File: src/rtl/calc_div_pkg.sv
// Shared definitions for the calculator's 4-bit signed divide sequencer:
// state encoding, operand corner values and complement-unit tie-offs.
package calc_div_pkg;

  localparam logic [2:0] ST_IDLE   = 3'd0;
  localparam logic [2:0] ST_ABS_A  = 3'd1;
  localparam logic [2:0] ST_WAIT_A = 3'd2;
  localparam logic [2:0] ST_ABS_B  = 3'd3;
  localparam logic [2:0] ST_WAIT_B = 3'd4;
  localparam logic [2:0] ST_DIV    = 3'd5;
  localparam logic [2:0] ST_SIGN   = 3'd6;
  localparam logic [2:0] ST_DONE   = 3'd7;

  typedef enum logic [2:0] {
    IDLE   = ST_IDLE,
    ABS_A  = ST_ABS_A,
    WAIT_A = ST_WAIT_A,
    ABS_B  = ST_ABS_B,
    WAIT_B = ST_WAIT_B,
    DIV    = ST_DIV,
    SIGN   = ST_SIGN,
    DONE   = ST_DONE
  } div_state_e;

  localparam logic [3:0] MIN_NEG       = 4'b1000;
  localparam int         DIV_STEPS     = 4;
  localparam logic [3:0] COMP_B_CONST  = 4'd0;
  localparam logic       COMP_CI_CONST = 1'b1;

  // Two's complement negation; zero maps back to zero.
  function automatic logic [3:0] negate4(input logic [3:0] v);
    return (~v) + 4'd1;
  endfunction

endpackage

File: src/rtl/div_restore_step.sv
// One restoring-division step: shift the next dividend bit into the partial
// remainder, subtract the divisor magnitude if it fits.
module div_restore_step (
  input  logic [4:0] r_in,
  input  logic       bit_in,
  input  logic [4:0] mag_b,
  output logic [4:0] r_out,
  output logic       q_bit
);

  logic [4:0] shifted;

  assign shifted = {r_in[3:0], bit_in};

  always_comb begin
    r_out = shifted;
    q_bit = 1'b0;
    if (shifted >= mag_b) begin
      r_out = shifted - mag_b;
      q_bit = 1'b1;
    end
  end

endmodule

File: src/rtl/division_ctrl_4bits.sv
// Sequencer for the calculator's 4-bit signed divide: magnitudes via the
// shared complement unit, 4-step restoring divide, then sign fix-up.
module division_ctrl_4bits
  import calc_div_pkg::*;
#(
  parameter int WIDTH        = 4,
  parameter int COMP_LATENCY = 1
) (
  input  logic             clk,
  input  logic             rst,
  input  logic             start,
  input  logic [WIDTH-1:0] dividend,
  input  logic [WIDTH-1:0] divisor,
  output logic             busy,
  output logic             done,
  output logic             err,
  output logic [WIDTH-1:0] quotient,
  output logic [WIDTH-1:0] remainder,
  output logic             comp_sel,
  output logic [WIDTH-1:0] comp_a,
  output logic [WIDTH-1:0] comp_b,
  output logic             comp_ci,
  input  logic [WIDTH-1:0] comp_sum,
  input  logic             comp_finish
);

  div_state_e state_q, state_d;
  logic       busy_q, busy_d;
  logic       done_q, done_d;
  logic       err_q, err_d;
  logic [3:0] quot_q, quot_d;
  logic [3:0] rem_q, rem_d;
  logic       comp_sel_q, comp_sel_d;
  logic [3:0] comp_a_q, comp_a_d;
  logic [3:0] a_q, a_d;
  logic [3:0] b_q, b_d;
  logic [3:0] mag_a_q, mag_a_d;
  logic [3:0] mag_b_q, mag_b_d;
  logic [4:0] r_q, r_d;
  logic [3:0] q_acc_q, q_acc_d;
  logic [1:0] step_q, step_d;
  logic [1:0] wait_q, wait_d;

  logic [4:0] step_r;
  logic       step_q_bit;
  logic       bad_operands;

  div_restore_step u_step (
    .r_in   (r_q),
    .bit_in (mag_a_q[step_q]),
    .mag_b  ({1'b0, mag_b_q}),
    .r_out  (step_r),
    .q_bit  (step_q_bit)
  );

  // -8 has no 4-bit magnitude, so it is rejected up front along with /0.
  assign bad_operands = (divisor == 4'd0) || (dividend == MIN_NEG) ||
                        (divisor == MIN_NEG);

  always_comb begin
    state_d    = state_q;
    busy_d     = busy_q;
    done_d     = 1'b0;
    err_d      = err_q;
    quot_d     = quot_q;
    rem_d      = rem_q;
    comp_sel_d = 1'b0;
    comp_a_d   = comp_a_q;
    a_d        = a_q;
    b_d        = b_q;
    mag_a_d    = mag_a_q;
    mag_b_d    = mag_b_q;
    r_d        = r_q;
    q_acc_d    = q_acc_q;
    step_d     = step_q;
    wait_d     = wait_q;

    case (state_q)
      IDLE: begin
        // done_q high means this is the done cycle, where start is ignored.
        if (start && !done_q) begin
          a_d    = dividend;
          b_d    = divisor;
          err_d  = 1'b0;
          busy_d = 1'b1;
          if (bad_operands) begin
            err_d   = 1'b1;
            quot_d  = 4'd0;
            rem_d   = 4'd0;
            state_d = DONE;
          end else begin
            comp_sel_d = 1'b1;
            comp_a_d   = dividend;
            state_d    = ABS_A;
          end
        end
      end

      ABS_A: begin
        wait_d  = 2'(COMP_LATENCY - 1);
        state_d = WAIT_A;
      end

      WAIT_A: begin
        if (wait_q != 2'd0) begin
          wait_d = wait_q - 2'd1;
        end else if (!comp_finish) begin
          err_d   = 1'b1;
          quot_d  = 4'd0;
          rem_d   = 4'd0;
          state_d = DONE;
        end else begin
          mag_a_d    = comp_sum;
          comp_sel_d = 1'b1;
          comp_a_d   = b_q;
          state_d    = ABS_B;
        end
      end

      ABS_B: begin
        wait_d  = 2'(COMP_LATENCY - 1);
        state_d = WAIT_B;
      end

      WAIT_B: begin
        if (wait_q != 2'd0) begin
          wait_d = wait_q - 2'd1;
        end else if (!comp_finish) begin
          err_d   = 1'b1;
          quot_d  = 4'd0;
          rem_d   = 4'd0;
          state_d = DONE;
        end else begin
          mag_b_d = comp_sum;
          r_d     = 5'd0;
          q_acc_d = 4'd0;
          step_d  = 2'(DIV_STEPS - 1);
          state_d = DIV;
        end
      end

      DIV: begin
        r_d             = step_r;
        q_acc_d[step_q] = step_q_bit;
        if (step_q == 2'd0) begin
          state_d = SIGN;
        end else begin
          step_d = step_q - 2'd1;
        end
      end

      SIGN: begin
        // Truncating division: remainder follows the dividend's sign.
        quot_d  = (a_q[3] ^ b_q[3]) ? negate4(q_acc_q) : q_acc_q;
        rem_d   = a_q[3] ? negate4(r_q[3:0]) : r_q[3:0];
        state_d = DONE;
      end

      DONE: begin
        done_d  = 1'b1;
        busy_d  = 1'b0;
        state_d = IDLE;
      end

      default: state_d = IDLE;
    endcase
  end

  always_ff @(posedge clk or posedge rst) begin
    if (rst) begin
      state_q    <= IDLE;
      busy_q     <= 1'b0;
      done_q     <= 1'b0;
      err_q      <= 1'b0;
      quot_q     <= 4'd0;
      rem_q      <= 4'd0;
      comp_sel_q <= 1'b0;
      comp_a_q   <= 4'd0;
      a_q        <= 4'd0;
      b_q        <= 4'd0;
      mag_a_q    <= 4'd0;
      mag_b_q    <= 4'd0;
      r_q        <= 5'd0;
      q_acc_q    <= 4'd0;
      step_q     <= 2'd0;
      wait_q     <= 2'd0;
    end else begin
      state_q    <= state_d;
      busy_q     <= busy_d;
      done_q     <= done_d;
      err_q      <= err_d;
      quot_q     <= quot_d;
      rem_q      <= rem_d;
      comp_sel_q <= comp_sel_d;
      comp_a_q   <= comp_a_d;
      a_q        <= a_d;
      b_q        <= b_d;
      mag_a_q    <= mag_a_d;
      mag_b_q    <= mag_b_d;
      r_q        <= r_d;
      q_acc_q    <= q_acc_d;
      step_q     <= step_d;
      wait_q     <= wait_d;
    end
  end

  assign busy      = busy_q;
  assign done      = done_q;
  assign err       = err_q;
  assign quotient  = quot_q;
  assign remainder = rem_q;
  assign comp_sel  = comp_sel_q;
  assign comp_a    = comp_a_q;
  assign comp_b    = COMP_B_CONST;
  assign comp_ci   = COMP_CI_CONST;

endmodule

File: config.mk
export PLATFORM = sky130hd
export DESIGN_NAME = division_ctrl_4bits
export DESIGN_NICKNAME = d
export VERILOG_FILES = /design/src/rtl/calc_div_pkg.sv /design/src/rtl/div_restore_step.sv /design/src/rtl/division_ctrl_4bits.sv
export SDC_FILE = /design/constraint.sdc
export NUM_CORES = 1
export LEC_CHECK = 0
export ABC_AREA = 1
export CAP_MARGIN = 20
export CELL_PAD_IN_SITES_DETAIL_PLACEMENT = 1
export CELL_PAD_IN_SITES_GLOBAL_PLACEMENT = 1
export CORE_AREA = 2 2 92 76
export DETAILED_ROUTE_END_ITERATION = 6
export DIE_AREA = 0 0 94 78
export PLACE_DENSITY = 0.85
export SYNTH_ARGS = -nofsm -noshare
export SYNTH_HDL_FRONTEND = slang
export SYNTH_SLANG_ARGS = --single-unit
File: constraint.sdc
create_clock -name clk -period 2 [get_ports clk]
set_input_delay 0.4 -clock clk [delete_from_list [all_inputs] [get_ports clk]]
set_output_delay 0.4 -clock clk [all_outputs]
set_load 0.05 [all_outputs]
==> results.toml, run 1 <==
[cts]
cts_buffers = 5
clock_sinks = 44
clk_pin_slew_worst_paths_ns = 0.08
cts_setup_buffers = 0
hold_buffers = 0
cts_root_buf = "clkbuf_8"
htreeDepth = 2
clockBufferDepth = 2
cts_tree = "yes"
insertion_delay_ns = 0.29

[grt]
grt_pass1_vias = 2229
antenna_found_initial = 0
grt_pass1_wl_mm = 10.51
grt-ovfl-total = 0
grt_max_degree = 45
grt.total_usage_pct = 17.84

[timing]
period_needed_ns = 1.884
post-route-period-util_pct = 94.18
skew_ns = 0.005772
fmax_ghz = 0.5309
fin_tns_setup_ns = 0
slew_violations = 0
fin_ws_ns = 0.1163
rsz0062_at_grt = "false"
final-setup-viol-count = 0
hold_slack_ns = 0.4482
slew_headroom_pct = 65.60
worst_pin_slew_ns = 0.5145
hold_viol = 0

[yosys]
synth_area_leaders = "dfrtp_1 (44%), nand2_1 (16%), inv_1 (6.4%), ha_1 (5.5%), nand3_1 (5.4%)"
ys_types = 30
synth-edff-count = 0
synthFlopType = "dfrtp_1"
ys_ff_latch = 44
ys_async_sr_fraction_pct = 100.0
ys_seq_area_share_pct = 43.76
synth_top_area_share_pct = 43.76
synth_top_area_cell = "dfrtp_1"
synth.cell_area_sq_mm = 0.002516
synthCells = 320
syn_avg_cell_area_sq_um = 7.863
yosys_warnings = 0

[layout]
drive_gt1_share_pct = 11.98
nets = 386
fin_util_pct = 47.83
stdcell_area_sq_mm = 0.003034
antenna_cells = 0
stdcell_count = 443
nFillCells = 806
syn_to_final_growth_pct = 20.59

[floorplanning]
coreArea_sq_mm = 0.006344
die_w_microns = 94
start_util_pct = 39.66
rows = 26
ioPinCount = 37
die_h_microns = 78
die-area_sq_mm = 0.007332

[setup_path]
cp_num_buf_inv = 1
ff2ff_setup_slack_ns = 0.20
cpPeakStageDelay_ns = 0.82
cp-start-kind = "flop"
rr_endpoint = "r_q[0]"
rr_worst_depth = 14
crit_path_cell_trace = "clkdlybuf4s50_1"
timing.rr.start = "step_q[0]"
crit_family = "buffers and inverters"
cpMaxStageDelayCell = "clkdlybuf4s50_1"
crit_fanout = 2
crit_type = "flop to primary output"
arrival_ns = 1.48
worstPathRequired_ns = 1.60
critPathCaptureType = "primary output"

[flow_run]
drv_cap = 0

[place]
post-place-ws_ns = -0.01886
dp_hpwl_mm = 4.680
dp.cells = 435
placed_cell_area_sq_mm = 0.002933
gp_congestion = 0.8156
portBuffers = 31

[power]
report.power.total_mw = 5.431
ir_drop_uv = 732.5
p_per_area_mw_per_mm2 = 1790
leakage_nw = 1.585

[routing]
viasPerCell = 4.837
wl_per_cell_microns = 13.56
drt_iter0_drc = 95
drt_first_pass_iters = 4
wl_mm = 6.006
vias = 2143
ant_nets = 0
drcViolationCount = 0

[hold_path]
hold_class = "input pin to asynchronous set/reset pin"

[status]
status = "complete, no violations"
-- how the worst max path moves through the flow --
stage	start	end	slack [ns]	cells past startpoint
4_1_cts	step_q[0]	r_q[0]	0.03	14
3_3_place_gp	step_q[0]	r_q[0]	0.14	14
6_report	err	err	0.12	1
3_5_place_dp	step_q[0]	r_q[0]	-0.02	14
2_1_floorplan	step_q[0]	r_q[0]	0.29	14
5_1_grt	step_q[0]	r_q[2]	0.02	14
-- metal layers --
metal | vias to the layer above | part of all wire [%] | track usage (%)
met5 | - | 0 | 0
met4 | 0 | 0.50 | 3.043
met3 | 2 | 2.8 | 2.913
met2 | 34 | 47 | 29.14
met1 | 1041 | 49 | 25.26
li1 | 1066 | - | -
-- area by class of cell --
class | instances | area, sq um | share of cell area, %
Clock buffer | 8 | 90.09 | 2.969
Inverter | 51 | 192.7 | 6.351
Multi-Input combinational cell | 221 | 1191 | 39.26
Sequential cell | 44 | 1102 | 36.33
Tap cell | 84 | 105.1 | 3.464
Timing Repair Buffer | 35 | 352.8 | 11.63
-- tightest hold or removal path: cells and delay by family --
family	cells	cell delay, ns
buffers and inverters	3	0.71
-- cells in the final DEF, fill, tap and decap left out, types with 3 or more instances in the layout --
cell / count
conb_1: 5
clkbuf_8: 6
nand2_1: 103
a21oi_1: 6
o21ai_1: 21
buf_4: 3
o21ai_0: 7
nand3_1: 27
nand2_4: 8
inv_1: 41
ha_1: 11
nor2_1: 9
inv_2: 7
dfrtp_1: 43
clkdlybuf4s50_1: 31
nand2_2: 5
-- flip-flops by register name (all words and copies together), names as in the netlist, 4 cells and up --
register   count
b_q            4
comp_a         4
mag_a_q        4
mag_b_q        4
q_acc_q        4
quotient       4
r_q            4
remainder      4
-- cells by family (layout without fill, tap and decap cells) --
family,after synthesis,in the layout,synth area share (%)
AND/OR/NAND/NOR,162,162,29.79
buffers and inverters,58,94,9.746
flip-flops,44,44,43.76
AO/OA/AOI/OAI,40,40,9.448
adder cells (fa/ha/maj),12,12,6.265
other,2,5,0.2985
XOR/XNOR,2,2,0.6963
-- synth_stat cells, types with 2 or more instances --
cell type,count
ha_1,11
o21ai_0,7
nor2_1,9
nand3_1,27
o211ai_1,2
dfrtp_1,44
nor2_2,2
xnor2_1,2
buf_4,7
nand3_2,2
inv_2,6
nand2_2,4
nor2_4,2
nand2_1,105
nand2_4,7
inv_1,43
a21oi_1,6
o21ai_1,21
conb_1,2
-- power breakdown --
part | switching, mW | internal (mW) | total [mW]
clock network | 0.301 | 0.282 | 0.584
logic | 2.12 | 1.11 | 3.23
registers | 0.332 | 1.29 | 1.62
total | 2.76 | 2.68 | 5.43
-- repair_timing --
action | CTS | global route
setup endpoints to repair | 6 | 8
pin swaps | 0 | 0
resized for setup | 1 | 4
cloned | 0 | 0
Power figures use the tool's default switching activity.
==> inputs of run 2 (changes only) <==
==> constraint.sdc (replaced) <==
create_clock -name clk -period 1.8 [get_ports clk]
set_input_delay 0.36 -clock clk [delete_from_list [all_inputs] [get_ports clk]]
set_output_delay 0.36 -clock clk [all_outputs]
set_load 0.05 [all_outputs]
==> run 2 against run 1 <==
  * Sequential share of layout area shrank 1.1 points
  * Worst hold slack lost 0.088 ns
  * Via count grew 1.8%
  * Final cell count grew 1.8%
  * Design area grew 3.0%
  * Core utilization grew 1.4 points
  * Register-to-register slack lost 0.11 ns
  * Power grew 19%
  * Sequential cell count is the same
  * Sequential power grew 12%
  * Combinational power grew 23%
  * Count of clock-buffer cells in the layout shrank 2
==> results.toml, run 2 (synthesized netlist as in run 1, its figures left out) <==
[status]
status = "complete, no violations"

[setup_path]
cpMaxStageDelayCell = "fa_2"
startpoint = "step_q[1]"
crit_fanout = 4
worstPathRequired_ns = 2.05
critPathCaptureType = "flop"
cp-start-kind = "flop"
crit_type = "flop to flop"
crit_family = "adder cells"
arrival_ns = 1.96
cp_num_buf_inv = 3
crit_path_cell_trace = "inv_1 -> nand3_2 -> nand2_2 -> ha_4 -> inv_2 -> fa_2 -> inv_2 -> nand2_1 -> nand3_1 -> nand2_1"
timing.rr.start = "step_q[1]"
cpPeakStageDelay_ns = 0.53

[floorplanning]
start_util_pct = 39.66
ioPinCount = 37
coreArea_sq_mm = 0.006344
die-area_sq_mm = 0.007332
die_h_microns = 78
rows = 26
die_w_microns = 94

[layout]
nets = 394
drive_gt1_share_pct = 22.89
final_common_cell = "nand2_1"
antenna_cells = 0
final_cell_mix = "nand2_1 (98), dfrtp_1 (44), inv_1 (38), buf_4 (25), nand3_1 (22)"
syn_to_final_growth_pct = 24.17
stdcell_count = 451

[timing]
period_needed_ns = 1.707
slew_violations = 0
worst_pin_slew_ns = 0.6014
fin_tns_setup_ns = 0
fmax_ghz = 0.5858
final-setup-viol-count = 0
post-route-period-util_pct = 94.84
rsz0062_at_grt = "true"
hold_viol = 0
slew_headroom_pct = 59.66
skew_ns = 0.01032

[grt]
grt_max_degree = 30
grt.total_usage_pct = 18.37
grt_pass1_vias = 2238
grt_pass1_wl_mm = 10.61
antenna_found_initial = 0
grt-ovfl-total = 0

[cts]
clock_sinks = 44
cts_tree = "yes"
htreeDepth = 2
clk_pin_slew_worst_paths_ns = 0.09
cts_buffers = 5
hold_buffers = 0
cts_root_buf = "clkbuf_8"
insertion_delay_ns = 0.30
clockBufferDepth = 2

[routing]
vias = 2181
wl_mm = 6.317
drcViolationCount = 0
viasPerCell = 4.836
ant_nets = 0
drt_first_pass_iters = 4
wl_per_cell_microns = 14.01
drt_iter0_drc = 71

[power]
p_per_area_mw_per_mm2 = 2064
report.power.total_mw = 6.448
ir_drop_uv = 782.9
leakage_nw = 1.655

[place]
dp.cells = 441
gp_congestion = 0.8360
dp_hpwl_mm = 4.978
portBuffers = 31

[hold_path]
hold_class = "input pin to asynchronous set/reset pin"

[flow_run]
drv_cap = 0
[run 2: cell count changes in the layout (fill, tap and decap cells not counted), sizes merged]
cell | previous run | this run
buf | 4 | 28
clkdlybuf4s50 | 31 | 15
clkinvlp | 0 | 2
clkbuf | 8 | 6
[run 2: where the power goes]
group / total, mW / internal [mW] / switching [mW]
clock: 0.670 / 0.311 / 0.359
combinational: 3.97 / 1.46 / 2.51
sequential: 1.81 / 1.43 / 0.380
[run 2: final cells by class]
type                            instances  area [sq um]
Sequential cell                        44          1101
Clock inverter                          2         15.01
Fill cell                             783          3219
Inverter                               51         192.7
Clock buffer                            6         82.58
Multi-Input combinational cell        221          1247
Timing Repair Buffer                   43         380.4
Tap cell                               84         105.1
[run 2: final timing paths]
path | end | slack (ns) | depth (start not counted)
worst max-delay path | r_q[1] | 0.09 | 10
worst min-delay path | mag_a_q[3] | 0.36 | 2
worst max register to register | r_q[1] | 0.09 | 10
worst min register to register | remainder[3] | 0.48 | 2
max in group asynchronous | q_acc_q[2] | 0.94 | 3
min in group clk | remainder[3] | 0.48 | 2
[run 2: repair_timing]
item	4_1_cts	5_1_grt
gates resized for setup	4	19
setup endpoints to repair	4	8
pin swaps	1	9
setup buffers	0	2
[run 2: routing by layer]
layer,wire length (microns),vias to the layer above,GRT usage [%]
met5,0,-,0
met4,68,0,4.348
met3,199,6,3.204
met2,3143,40,30.71
met1,2906,1055,24.74
li1,-,1080,-
[run 2: stage by stage]
| stage | util [%] | setup WS (ns) | hold slack, ns | area (sq um) |
|---|---|---|---|---|
| floorplan | - | 0.09426 | 0.4530 | 2527 |
| global placement | 46.31 | 0.04431 | 0.4547 | 2938 |
| detailed placement | 46.31 | -0.05590 | 0.4623 | 2938 |
| CTS | 47.97 | 0.01253 | 0.3716 | 3043 |
| global route | 49.25 | -0.02911 | 0.4018 | 3124 |
| finish | 49.25 | 0.09284 | 0.3607 | 3124 |
==> inputs of run 3 (changes only) <==
--- a/config.mk
+++ b/config.mk
@@ -6,7 +6,7 @@
 export NUM_CORES = 1
 export LEC_CHECK = 0
 export ABC_AREA = 1
-export CAP_MARGIN = 20
+export CAP_MARGIN = 0
 export CELL_PAD_IN_SITES_DETAIL_PLACEMENT = 1
 export CELL_PAD_IN_SITES_GLOBAL_PLACEMENT = 1
 export CORE_AREA = 2 2 92 76
==> results of run 3 <==
No change in the layout: final DEF, timing and power equal those of run 2.
